--- src/rtl/updown_step_sequencer.sv ---
`default_nettype none
// ============================================================================
//  Module      : updown_step_sequencer
//  Description : Command front-end for an up/down counter. Accepts step-up,
//                step-down and load commands over valid/ready, refuses any
//                command that would push the count outside
//                [MIN_COUNT, MAX_COUNT], then drives the counter's
//                run/up_down/wren/write_data pins. Each command ends with a
//                one-cycle response pulse. A sticky error flag records
//                refusals.
//  Revision    : 1.0 - initial release
// ============================================================================
module updown_step_sequencer #(
  parameter int unsigned                WORD_WIDTH = 8,
  parameter logic [WORD_WIDTH-1:0]      MIN_COUNT  = '0,
  // All-ones by default, which is 255 at the default width.
  parameter logic [WORD_WIDTH-1:0]      MAX_COUNT  = '1
) (
  input  logic                  clock,
  input  logic                  reset,
  input  logic                  cmd_valid,
  output logic                  cmd_ready,
  input  logic [1:0]            cmd_op,
  input  logic [WORD_WIDTH-1:0] cmd_data,
  input  logic [WORD_WIDTH-1:0] count_in,
  output logic                  ctr_run,
  output logic                  ctr_up_down,
  output logic                  ctr_wren,
  output logic [WORD_WIDTH-1:0] ctr_write_data,
  output logic                  rsp_valid,
  output logic                  rsp_ok,
  output logic                  err_sticky,
  input  logic                  err_clear
);

  // FSM encoding
  localparam logic [1:0] S_IDLE = 2'd0;
  localparam logic [1:0] S_STEP = 2'd1;
  localparam logic [1:0] S_LOAD = 2'd2;
  localparam logic [1:0] S_RESP = 2'd3;

  localparam logic [1:0] OP_UP   = 2'b01;
  localparam logic [1:0] OP_DOWN = 2'b10;
  localparam logic [1:0] OP_LOAD = 2'b11;

  // Bounds widened by one bit so that the sum/floor arithmetic below can
  // never truncate, even with all-ones operands.
  localparam logic [WORD_WIDTH:0]   c_MIN_EXT = {1'b0, MIN_COUNT};
  localparam logic [WORD_WIDTH:0]   c_MAX_EXT = {1'b0, MAX_COUNT};
  localparam logic [WORD_WIDTH-1:0] c_ONE     = {{(WORD_WIDTH-1){1'b0}}, 1'b1};

  logic [1:0]            r_state;
  logic [WORD_WIDTH-1:0] r_remaining;
  logic                  r_dir;
  logic [WORD_WIDTH-1:0] r_load_val;
  logic                  r_ok;
  logic                  r_err;

  logic [WORD_WIDTH:0]   w_n_ext;
  logic [WORD_WIDTH:0]   w_cnt_ext;
  logic [WORD_WIDTH:0]   w_up_sum;
  logic [WORD_WIDTH:0]   w_dn_floor;
  logic                  w_n_zero;
  logic                  w_up_legal;
  logic                  w_dn_legal;
  logic                  w_ld_legal;
  logic                  w_accept;
  logic                  w_refuse;

  assign w_n_ext    = {1'b0, cmd_data};
  assign w_cnt_ext  = {1'b0, count_in};
  assign w_up_sum   = w_cnt_ext + w_n_ext;
  assign w_dn_floor = c_MIN_EXT + w_n_ext;
  assign w_n_zero   = (cmd_data == '0);
  assign w_up_legal = (w_up_sum <= c_MAX_EXT);
  assign w_dn_legal = (w_cnt_ext >= w_dn_floor);
  assign w_ld_legal = (w_n_ext >= c_MIN_EXT) && (w_n_ext <= c_MAX_EXT);
  assign w_accept   = cmd_valid && (r_state == S_IDLE);

  // Decide at acceptance time whether the command must be refused.
  always_comb begin
    w_refuse = 1'b0;
    if (w_accept) begin
      case (cmd_op)
        OP_UP:   w_refuse = !w_n_zero && !w_up_legal;
        OP_DOWN: w_refuse = !w_n_zero && !w_dn_legal;
        OP_LOAD: w_refuse = !w_ld_legal;
        default: w_refuse = 1'b0;
      endcase
    end
  end

  // Command FSM: evaluate in IDLE, run N step cycles or one load cycle,
  // then a single response cycle.
  always_ff @(posedge clock or posedge reset) begin
    if (reset) begin
      r_state     <= S_IDLE;
      r_remaining <= '0;
      r_dir       <= 1'b0;
      r_load_val  <= '0;
      r_ok        <= 1'b0;
    end else begin
      case (r_state)
        S_IDLE: begin
          if (w_accept) begin
            case (cmd_op)
              OP_UP, OP_DOWN: begin
                if (w_refuse) begin
                  r_state <= S_RESP;
                  r_ok    <= 1'b0;
                end else if (w_n_zero) begin
                  r_state <= S_RESP;
                  r_ok    <= 1'b1;
                end else begin
                  r_state     <= S_STEP;
                  r_remaining <= cmd_data;
                  r_dir       <= (cmd_op == OP_UP);
                end
              end
              OP_LOAD: begin
                if (w_refuse) begin
                  r_state <= S_RESP;
                  r_ok    <= 1'b0;
                end else begin
                  r_state    <= S_LOAD;
                  r_load_val <= cmd_data;
                end
              end
              default: r_state <= S_IDLE;  // no-op: swallowed silently
            endcase
          end
        end
        S_STEP: begin
          // remaining is never zero here; the last run cycle is the one
          // that sees remaining == 1.
          r_remaining <= r_remaining - c_ONE;
          if (r_remaining == c_ONE) begin
            r_state <= S_RESP;
            r_ok    <= 1'b1;
          end
        end
        S_LOAD: begin
          r_state <= S_RESP;
          r_ok    <= 1'b1;
        end
        S_RESP: begin
          r_state <= S_IDLE;
        end
        default: r_state <= S_IDLE;
      endcase
    end
  end

  // Sticky error: a refusal in the same cycle as a clear takes priority.
  always_ff @(posedge clock or posedge reset) begin
    if (reset) begin
      r_err <= 1'b0;
    end else if (w_refuse) begin
      r_err <= 1'b1;
    end else if (err_clear) begin
      r_err <= 1'b0;
    end
  end

  // All outputs are decoded from registered state only.
  assign cmd_ready      = (r_state == S_IDLE);
  assign ctr_run        = (r_state == S_STEP);
  assign ctr_up_down    = (r_state == S_STEP) && r_dir;
  assign ctr_wren       = (r_state == S_LOAD);
  assign ctr_write_data = (r_state == S_LOAD) ? r_load_val : '0;
  assign rsp_valid      = (r_state == S_RESP);
  assign rsp_ok         = (r_state == S_RESP) && r_ok;
  assign err_sticky     = r_err;

endmodule
`default_nettype wire

--- config.mk ---
export PLATFORM = sky130hd
export DESIGN_NAME = updown_step_sequencer
export DESIGN_NICKNAME = d
export VERILOG_FILES = /design/src/rtl/updown_step_sequencer.sv
export SDC_FILE = /design/constraint.sdc
export NUM_CORES = 1
export LEC_CHECK = 0
export BUFFER_PORTS_ARGS = -buffer_cell sky130_fd_sc_hd__buf_2
export CAP_MARGIN = 20
export CORE_MARGIN = 2
export CORE_UTILIZATION = 40
export CTS_BUF_LIST = sky130_fd_sc_hd__clkbuf_4 sky130_fd_sc_hd__clkbuf_8 sky130_fd_sc_hd__clkbuf_16
export DETAILED_ROUTE_END_ITERATION = 16
export PLACE_DENSITY = 0.6
export SETUP_SLACK_MARGIN = 0.1
export SYNTH_ARGS = -nofsm -noshare
export SYNTH_HDL_FRONTEND = slang
export SYNTH_SLANG_ARGS = --single-unit
--- constraint.sdc ---
create_clock -name clock -period 3.3 [get_ports clock]
set_input_delay 0.165 -clock clock [delete_from_list [all_inputs] [get_ports clock]]
set_output_delay 0.165 -clock clock [all_outputs]
set_load 0.05 [all_outputs]
# --- Word-level counts from Yosys, hierarchy flattened ---
# Cells that the tools add are included.
word_totals:
  regBits: 21
  input_bits: 22
  out_inout_bits: 15
  elab_cells: 74
op_classes:
  add_sub_neg: 2
  magnitude_cmp: 4
  eq_ne: 15
  n_mux: 24
  bitwise_logic: 2
  n_reduce_logical: 21
ops:
  columns: ["cell", "count"]
  rows:
  - ["$mux 8", 5]
  - ["$pmux 8 s2", 1]
  - ["$reduce_and 5->1", 2]
  - ["$add 8x8->9", 1]
  - ["$le 9x8->1 const B", 1]
  - ["$mux 1", 9]
  - ["$eq 2x2->1 const B", 4]
  - ["$eq 8x1->1 const B", 1]
  - ["$ge 8x1->1 const B", 1]
  - ["$ge 8x8->1", 1]
  - ["$le 8x8->1 const B", 1]
  - ["$logic_not 8->1", 1]
  - ["$mux 2", 4]
  - ["$pmux 2 s4", 1]
  - ["$sub 8x1->8 const B", 1]
  - ["$logic_and 1x1->1", 6]
  - ["$ne 2x1->1 const B", 3]
  - ["$pmux 1 s3", 2]
  - ["$reduce_and 6->1", 1]
  - ["$eq 2x1->1 const B", 2]
  - ["$logic_not 1->1", 4]
  - ["$ne 2x2->1 const B", 2]
  - ["$ne 4x4->1 const B", 1]
  - ["$pmux 2 s2", 1]
  - ["10 further kinds", 12]

# --- Depth between registers and ports, before layout ---
# Gate-level depths: netlist of run 1.
depth:
  ltp_word: 10
  ltp_mapped: 9
  ltp_nobuf: 8

# --- Worst setup path after synthesis of run 1 ---
# No wires, ideal clock.
synth_path:
  path_type: "register to register"
  startpoint: "reg r_state[0]"
  endpoint: "reg r_dir"
  setup_time_ns: 0.125
  arrival_time_ns: 2.352
  required_ns: 3.175
  slack_ns: 0.824
  path_stages_with_launch: 8
  n_path_buf: 1
  synth_period_minus_slack_ns: 2.476
  cell_sequence: "dfrtp_1 > inv_1 > ha_1 > nand3_1 > a211oi_1 > a22o_2 > buf_2 > mux2_2"
synth_via:
  elab_chain_cells: 5
synth_lines:
  columns: ["item", "line_no", "source"]
  rows:
  - ["start: declaration", "52", "logic [1:0] r_state;"]
  - ["start signal: assignment", "97", "r_state <= S_IDLE;"]
  - ["start signal: assignment", "109", "r_state <= S_RESP;"]
  - ["start signal: assignment", "112", "r_state <= S_RESP;"]
  - ["$logic_not 2->1 *", null, null]
  - ["net cmd_ready", "22", "output logic cmd_ready,"]
  - ["$logic_and 1x1->1", "78", "assign w_accept = cmd_valid && (r_state == S_IDLE);"]
  - ["$mux 1", "83", "if (w_accept) begin"]
  - ["$not 1->1 (no source line)", null, null]
  - ["$reduce_and 5->1 (no source line) *", null, null]
  - ["end signal: assignment", "117", "r_dir <= (cmd_op == OP_UP);"]
  - ["end: declaration", "54", "logic r_dir;"]
# The timed path passes the listed nets; every way through them passes the cells marked *.
# A chain may end at the register's enable or synchronous reset.

# --- Worst setup path in the final report of run 1 ---
layout_path:
  startpoint: "reg r_state[1]"
  endpoint: "reg r_remaining[6]"
layout_via:
  elab_chain_cells: 5
  elab_cells_between_ends: 11
  classes_between: "eq/ne: 5; mux: 2; reduce/logical: 4"
layout_lines:
  columns: ["item", "line_no", "source"]
  rows:
  - ["$logic_not 2->1", "78, 103", null]
  - ["$logic_and 1x1->1", "78", null]
  - ["$mux 1", "83", null]
  - ["$ne 2x2->1 (no source line)", null, null]
  - ["$reduce_and 5->1 (no source line)", null, null]
  - ["end signal: assignment", "116", "r_remaining <= cmd_data;"]
  - ["end signal: assignment", "136", "r_remaining <= r_remaining - c_ONE;"]
  - ["end: declaration", "53", "logic [WORD_WIDTH-1:0] r_remaining;"]
# Parallel ways exist; a longest one is shown, timed or not.

==> flow_metrics.tcl, run 1 <==
set metrics [dict create \
    yosysWarnings 0 \
    grt_max_degree 22 \
    crit_type "reg2reg" \
    fin_crit_ns 2.51 \
    drv_cap 0 \
    rsz0062_at_grt "no" \
    finalHoldViolations 0 \
    synthArstFlopShare_pct 100 \
    reg2reg_setup_slack_ns 0.79 \
    whs_ns 0.0471 \
    max_freq_ghz 0.399 \
    grt_usage_pct 17.2 \
    switchingPower_w 0.000832 \
    antenna_found_initial 0 \
    arrival_ns 2.66 \
    dieArea_um2 4970 \
    design_area_um2 2040 \
    totalWireLength_mm 4.03 \
    cts_buffers 3 \
    ys_ff_latch 21 \
    core_um2 4290 \
    dpl-instance-area_um2 1990 \
    ant_nets 0 \
    post_cts_buffers 0 \
    cts_tree "yes" \
    worst_pin_slew_ns 0.816 \
    io_buffers 36 \
    grt_pass1_wl_mm 6.97 \
    gp_congestion 0.802 \
    overflow 0 \
    cts_resized 0 \
    ir_drop_mv 0.238 \
    drt_iter0_drc 71 \
    p_leak_nw 1.03 \
    diodes 0 \
    finalSetupTns_ns 0 \
    vias_per_cell 5.46 \
    die_h_um 70.5 \
    clk_pin_slew_ns 0.08 \
    path_delay_family "compound AO/OA/AOI/OAI gates" \
    start_kind "register" \
    clock_latency_ns 0.26 \
    hpwl_mm 3.21 \
    post-route-util_pct 47.4 \
    synthFlopType "dfrtp_1" \
    status "finished clean" \
    regArea_um2 526 \
    setup_viol 0 \
    wl_per_cell_um 14.5 \
    synth_edf_count 0 \
    crit_chain "inv_1 > ha_1 > nand3_1 > a211oi_1 > a221o_1 > nand2_1 > o311ai_0" \
    start_util_pct 41.2 \
    cts_buffer_depth 2 \
    pin_count 37 \
    synthCells 190 \
    p_sw_share_pct 50.6 \
    rows 24 \
    hold_class "in2async" \
    dr.pass1.iters 4 \
    p_clk_share_pct 10.4 \
    fin_skew_ns 0.00261 \
    grt_pass1_vias 1474 \
    holdBufCountCts 0 \
    drc 0 \
    syn_to_final_growth_pct 15.1 \
    h-tree-depth 1 \
    r2r_end "r_remaining[6]" \
    drive_gt1_share_pct 24.8 \
    n_fill_cell 447 \
    comb_power_share_pct 60.9 \
    vias 1517 \
    synth.yosys.seq_area_share_pct 29.7 \
    end_kind "register" \
    required_ns 3.46 \
    cts-root-buf "clkbuf_8" \
    syn-mean-instance-area_um2 9.31 \
    seq_power_share_pct 28.7 \
    path_max_fanout 8 \
    die_x_um 70.5 \
    worst-path-stages 7 \
    fin_crit_sh_pct 75.9 \
    synthesis.area_um2 1770 \
    syn_nets 238 \
    internal_power_w 0.000814 \
    powerDensity_nw_per_um2 808 \
    critPathLaunch "r_state[1]" \
    max_stage_delay_ns 0.53 \
    cp_slowest_cell "a211oi_1" \
    multi_input_area_um2 1140 \
    synth_cell_types 46 \
    cts.sinks 21 \
    r2r-start "r_state[1]" \
    drv_slew 0 \
    nets 275 \
    max-slew-margin-rel_pct 45.5 \
    reg2reg_depth 7 \
    path_buf_inv 1 \
]
-- synthesized netlist by cell type (4+ instances only) --
cell / n / share of area (%)
a211oi_1: 4 / 1.7
a21oi_1: 6 / 1.7
a221oi_1: 4 / 2.0
a31oi_1: 4 / 1.4
and2_1: 10 / 3.5
and3_1: 4 / 1.4
dfrtp_1: 21 / 30
ha_1: 25 / 18
inv_1: 22 / 4.7
mux2_2: 9 / 5.7
nand2_1: 12 / 2.5
nand3_1: 6 / 1.7
nor2_1: 10 / 2.1
nor4_1: 4 / 1.4
o21ai_0: 5 / 1.4
-- power by group through the flow --
stage          clock [W]  combinational, W  sequential, W
6_report        0.000172           0.00100       0.000472
5_1_grt         0.000192           0.00111       0.000488
4_1_cts         0.000179           0.00101       0.000472
3_5_place_dp           0           0.00100       0.000477
3_3_place_gp           0           0.00101       0.000475
2_1_floorplan          0          0.000813       0.000458
-- cell usage in the layout (no fill, tap or decap), drive strengths merged, types with 3 or more instances in the layout --
cell type and n:
a32oi 3, a221oi 4, dfrtp 21, nand3 6, and3 4, nor4 4, o21ai 5, mux2 9
and2 10, clkbuf 3, buf 36, nor3 3, a21oi 6, nand2 12, a211oi 4, a31oi 4
ha 25, nand2b 3, inv 22, nor2 10
-- per-stage QoR --
stage               worst slack (ns)  cells  power [W]
floorplan                      0.824    190    0.00127
global placement               0.832    274    0.00148
detailed placement             0.758    274    0.00148
CTS                            0.803    278    0.00166
global route                   0.548    278    0.00179
finish                         0.795    278    0.00165
-- how the worst max path moves through the flow --
stage                endpoint  slack [ns]
6_report       r_remaining[6]        0.79
5_1_grt        r_remaining[6]        0.55
4_1_cts        r_remaining[6]        0.80
3_5_place_dp   r_remaining[6]        0.76
3_3_place_gp    r_load_val[2]        0.83
2_1_floorplan           r_dir        0.82
-- per-layer routing --
layer  track usage (%)  vias to the layer above  part of all wire, %
met5                 0                        -                    0
met4              4.49                        0                  1.0
met3              1.88                        5                  3.3
met2              28.1                       29                   47
met1              24.4                      724                   49
li1                  -                      759                    -
-- registers in the layout (all words and copies together), names as in the netlist --
signal       flops
r_remaining      8
r_dir            1
r_ok             1
err_sticky       1
r_load_val       8
r_state          2
-- cell families (layout without fill, tap and decap cells) --
family | count (synthesis) | in the layout | share of synthesized area (%)
AOI/OAI and AO/OA | 46 | 46 | 20.2
buffers and inverters | 26 | 62 | 6.01
DFF | 21 | 21 | 29.7
muxes | 11 | 11 | 6.86
and+or+nand+nor | 59 | 59 | 18.0
adders and majority gates | 26 | 26 | 18.8
xor gates and xnor gates | 1 | 1 | 0.495
-- cell type report --
class	count	area share, %
clock buffers	3	2.03
clock inverters	1	0.246
inverters	22	4.05
multi-input cells	143	55.8
flip-flops and latches	21	25.8
well taps	52	3.19
repair buffers	36	8.85
(Power assumes the default switching activity.)
==> run 2, diff against run 1 <==
==> constraint.sdc (replaced) <==
create_clock -name clock -period 2.5 [get_ports clock]
set_input_delay 0.125 -clock clock [delete_from_list [all_inputs] [get_ports clock]]
set_output_delay 0.125 -clock clock [all_outputs]
set_load 0.05 [all_outputs]
==> run 2 against run 1 <==
- non-clock buffer count is 10 higher
- highest routed layer unchanged
- largest power group unchanged
- combinational power is 41% higher
- utilization is 1.8 points higher
==> flow_metrics.tcl, run 2 (synthesis results as in run 1) <==
set metrics [dict create \
    start_util_pct 41.2 \
    cts_buffers 3 \
    antenna_found_initial 0 \
    setup_viol 0 \
    h-tree-depth 1 \
    overflow 0 \
    clock_latency_ns 0.26 \
    worst_pin_slew_ns 0.815 \
    final_cell_mix "36 x buf_2, 24 x ha_1, 22 x inv_1, 21 x dfrtp_1, 12 x nand2_1" \
    core_um2 4290 \
    holdBufCountCts 0 \
    reg_top3 "r_load_val: 8 flops, r_remaining: 8 flops, r_state: 2 flops" \
    start_kind "register" \
    arrival_ns 2.38 \
    rsz0062_at_grt "no" \
    clk_pin_slew_ns 0.08 \
    rows 24 \
    dr.pass1.iters 4 \
    finalHoldViolations 0 \
    drc 0 \
    hold_class "in2async" \
    post_cts_buffers 0 \
    cts.sinks 21 \
    multi_input_area_um2 1140 \
    gp_congestion 0.766 \
    max-slew-margin-rel_pct 45.6 \
    n_fill_cell 420 \
    crit_type "reg2reg" \
    grt_pass1_vias 1511 \
    place_ws_ns 0.0992 \
    whs_ns 0.00969 \
    nets 285 \
    p_total_w 0.00226 \
    die_x_um 70.5 \
    reg2reg_depth 7 \
    ir_drop_mv 0.352 \
    p_leak_nw 1.08 \
    io_buffers 36 \
    path_max_fanout 8 \
    final_common_cell "buf_2" \
    r2r-start "r_state[0]" \
    fin_crit_sh_pct 89.3 \
    diodes 0 \
    vias_per_cell 5.42 \
    finalSetupTns_ns 0 \
    totalWireLength_mm 4.20 \
    reg2reg_setup_slack_ns 0.27 \
    r2r_end "r_remaining[6]" \
    cts-root-buf "clkbuf_8" \
    cts_resized 0 \
    drive_gt1_share_pct 28.4 \
    pin_count 37 \
    wl_per_cell_um 14.6 \
    grt_max_degree 22 \
    grt_pass1_wl_mm 7.21 \
    ant_nets 0 \
    syn_to_final_growth_pct 19.5 \
    hpwl_mm 3.30 \
    cts_buffer_depth 2 \
    die_h_um 70.5 \
    grt_usage_pct 18.0 \
    cts_tree "yes" \
    vias 1561 \
    worst_slack_ns 0.269 \
    regArea_um2 526 \
    fin_crit_ns 2.23 \
    drt_iter0_drc 75 \
    drv_cap 0 \
    fin_skew_ns 0.00209 \
    status "finished clean" \
    powerDensity_nw_per_um2 1070 \
    required_ns 2.65 \
    post-route-util_pct 49.2 \
    max_freq_ghz 0.448 \
    drv_slew 0 \
    dieArea_um2 4970 \
    end_kind "register" \
]
-- run 2: worst max-delay path by stage --
stage / startpoint / endpoint / depth (start not counted) / slack, ns
3_5_place_dp: cmd_data[0] / r_load_val[2] / 9 / 0.1
4_1_cts: r_state[0] / r_remaining[6] / 7 / 0.30
3_3_place_gp: cmd_data[0] / r_load_val[0] / 9 / 0.1
5_1_grt: r_state[1] / r_remaining[6] / 7 / 0.13
6_report: r_state[0] / r_remaining[6] / 7 / 0.27
2_1_floorplan: r_state[0] / r_dir / 7 / 0.23
-- run 2: area by class of cell --
class,instances,share of cell area (%)
multi-input combinational,143,53.9
sequential,21,24.9
timing repair buffer,46,12.1
inverter,22,3.91
tap,52,3.08
clock buffer,3,1.95
clock inverter,1,0.237
-- run 2: stage by stage --
step / area, um^2 / std cells
2_1_floorplan: 1770 / 190
3_3_place_gp: 2070 / 284
3_5_place_dp: 2070 / 284
4_1_cts: 2110 / 288
5_1_grt: 2110 / 288
6_report: 2110 / 288
-- run 2: routing by layer --
metal,part of all wire (%),vias up,GRT usage [%]
met5,0,-,0
met1,49,747,25.5
li1,-,779,-
met3,3.1,4,1.44
met2,47,31,29.7
met4,1.0,0,4.91
-- run 2: where the power goes --
part           internal, W  total (W)  switching (W)
Combinational     0.000518    0.00141       0.000888
Sequential        0.000505   0.000627       0.000122
Clock             0.000111   0.000228       0.000117
-- run 2: critical path, stage by stage (launching register included) --
cell      delay [ns]
dfrtp_1         0.41
inv_1           0.11
ha_2            0.27
nand3_1         0.12
a211oi_1        0.34
a221o_1         0.40
nand2_1         0.14
o311ai_0        0.33
==> run 3, diff against run 2 <==
--- a/config.mk
+++ b/config.mk
@@ -5,6 +5,7 @@
 export SDC_FILE = /design/constraint.sdc
 export NUM_CORES = 1
 export LEC_CHECK = 0
+export ABC_AREA = 1
 export BUFFER_PORTS_ARGS = -buffer_cell sky130_fd_sc_hd__buf_2
 export CAP_MARGIN = 20
 export CORE_MARGIN = 2
==> run 3 against run 2 <==
- synthesized cell count up 38%
- maximum frequency up 19%
- utilization down 1.1 points
- critical path depth up 5
- largest cell class unchanged
- largest power group unchanged
- first-iteration DRC count down 19%
- sequential share of layout area down 0.15 points
- register-to-register slack better by 0.35 ns
- routed wire length down 3.8%
- worst setup slack better by 0.35 ns
==> flow_metrics.tcl, run 3 <==
set metrics [dict create \
    core_um2 4410 \
    crit_type "reg2reg" \
    holdBufCountCts 0 \
    multi_input_area_um2 1100 \
    grt_pass1_wl_mm 6.96 \
    synthCells 263 \
    synth_edf_count 0 \
    routed.top_layer "met4" \
    drt_iter0_drc 61 \
    setup_viol 0 \
    n_fill_cell 487 \
    finalSetupTns_ns 0 \
    rsz0062_at_grt "no" \
    grt_usage_pct 16.9 \
    cts-root-buf "clkbuf_8" \
    post_cts_buffers 0 \
    fin_skew_ns 0.00495 \
    cts_resized 0 \
    worst_pin_slew_ns 0.831 \
    reg2reg_setup_slack_ns 0.62 \
    final_common_cell "nand2_1" \
    r2r_end "r_remaining[7]" \
    p_leak_nw 1.29 \
    synth_most_common_cell "nand2_1" \
    wirelength_met1_mm 2.10 \
    cts_buffer_depth 2 \
    start_kind "register" \
    syn-mean-instance-area_um2 7.06 \
    pin_count 37 \
    wl_met2_mm 1.79 \
    io_buffers 36 \
    wl_met3_um 108 \
    finalHoldViolations 0 \
    wl_per_cell_um 11.5 \
    overflow 0 \
    crit_chain "inv_1 > ha_1 > nand2_2 > nor2_2 > nand2_1 > nor2_1 > nand2_1 > inv_2 > nand2_4 > nand2_4 > nor2_1 > a21oi_2" \
    synth_common_cells "76 x nand2_1, 51 x inv_1, 25 x ha_1" \
    whs_ns 0.0168 \
    cts_buffers 3 \
    diodes 0 \
    clk_pin_slew_ns 0.08 \
    vias_per_cell 4.67 \
    grt_max_degree 22 \
    arrival_ns 2.08 \
    synth_cell_types 27 \
    max_stage_delay_ns 0.40 \
    h-tree-depth 1 \
    yosysWarnings 0 \
    dieArea_um2 5200 \
    fin_crit_sh_pct 75.3 \
    drv_cap 0 \
    ant_nets 0 \
    final_cell_mix "76 x nand2_1, 51 x inv_1, 36 x buf_2, 25 x ha_1, 21 x dfrtp_1" \
    synth.yosys.seq_area_share_pct 28.3 \
    cts_tree "yes" \
    cp_slowest_cell "dfrtp_1" \
    required_ns 2.70 \
    vias 1643 \
    r2r-start "r_state[0]" \
    dr.pass1.iters 4 \
    syn_to_final_growth_pct 14.6 \
    reg_top3 "r_load_val: 8 flops, r_remaining: 8 flops, r_state: 2 flops" \
    ir_drop_mv 0.318 \
    yosys.area.top_type "dfrtp_1" \
    synthesis.area_um2 1860 \
    end_kind "register" \
    rows 24 \
    max-slew-margin-rel_pct 44.5 \
    totalWireLength_mm 4.04 \
    start_util_pct 42.1 \
    synthTopCellsByArea "dfrtp_1 28%, ha_1 17%, nand2_1 15%, inv_1 10%, o21ai_0 4.6%" \
    ys_ff_latch 21 \
    syn_nets 311 \
    grt_pass1_vias 1540 \
    synthArstFlopShare_pct 100 \
    drc 0 \
    reg2reg_depth 12 \
    synth_top_area_share_pct 28.3 \
    cts.sinks 21 \
    hpwl_mm 3.29 \
    max_freq_ghz 0.531 \
    nets 349 \
    regArea_um2 526 \
    antenna_found_initial 0 \
    drv_slew 0 \
    gp_congestion 0.874 \
    die_h_um 72.1 \
    synthFlopType "dfrtp_1" \
    hold_class "in2async" \
    powerDensity_nw_per_um2 1050 \
    die_x_um 72.1 \
    clock_latency_ns 0.26 \
    status "finished clean" \
    drive_gt1_share_pct 20.3 \
    fin_crit_ns 1.88 \
    p_total_w 0.00223 \
    path_max_fanout 16 \
]
run 3: cell types whose count changed in the layout (fill, tap and decap cells not counted), moves of 5 or more:
cell	before	now
and2_1	10	0
inv_1	22	51
nor2_1	10	19
o21ai_2	0	6
mux2_2	9	0
nand3_1	6	11
o21ai_0	5	17
nand2_1	12	76
buf_4	10	1
run 3: metal layers:
| layer | up-vias | global-route usage, % |
|---|---|---|
| li1 | 880 | - |
| met1 | 729 | 24.0 |
| met2 | 30 | 27.6 |
| met3 | 4 | 1.25 |
| met4 | 0 | 5.03 |
| met5 | - | 0 |
run 3: metrics by stage:
| step | instances | setup WS [ns] | util [%] | cell area [um^2] |
|---|---|---|---|---|
| floorplan | 263 | 0.480 | - | 1860 |
| global placement | 348 | 0.645 | 47.1 | 2080 |
| detailed placement | 348 | 0.627 | 47.1 | 2080 |
| CTS | 352 | 0.632 | 48.2 | 2130 |
| global route | 352 | 0.446 | 48.2 | 2130 |
| finish | 352 | 0.619 | 48.2 | 2130 |
run 3: where the power goes:
group | switching [W] | leakage, nW | internal, W
clock network | 0.000115 | 0.0262 | 0.000124
logic | 0.000936 | 1.01 | 0.000432
registers | 0.000112 | 0.258 | 0.000510
run 3: how the worst max path moves through the flow:
stage | startpoint | to | slack, ns
final | r_state[0] | r_remaining[7] | 0.62
after global routing | r_state[0] | r_remaining[7] | 0.45
after CTS | r_state[0] | r_remaining[7] | 0.63
after detailed placement | cmd_data[0] | r_load_val[4] | 0.63
after global placement | cmd_data[0] | r_remaining[7] | 0.65
after floorplan | r_state[0] | r_remaining[3] | 0.48
run 3: area by class of cell:
cell class | instances | area share, %
clock buffer | 4 | 2.29
inverter | 53 | 9.35
multi-input combinational | 185 | 51.8
sequential | 21 | 24.7
tap | 52 | 3.06
timing repair buffer | 37 | 8.82
run 3: cell families after synthesis:
| logic type | share of synthesized area [%] |
|---|---|
| compound gates | 12.5 |
| xor+xnor | 1.42 |
| fa+ha+maj | 17.9 |
| buf+inv | 12.4 |
| flops | 28.3 |
| simple gates | 27.4 |
run 3: critical path: cells and delay by family, from the launching register on:
kind,cells,cell delay [ns]
flip-flops,1,0.40
AND/OR/NAND/NOR,8,0.84
buffers and inverters,2,0.17
AO/OA/AOI/OAI,1,0.10
adder cells (fa/ha/maj),1,0.30
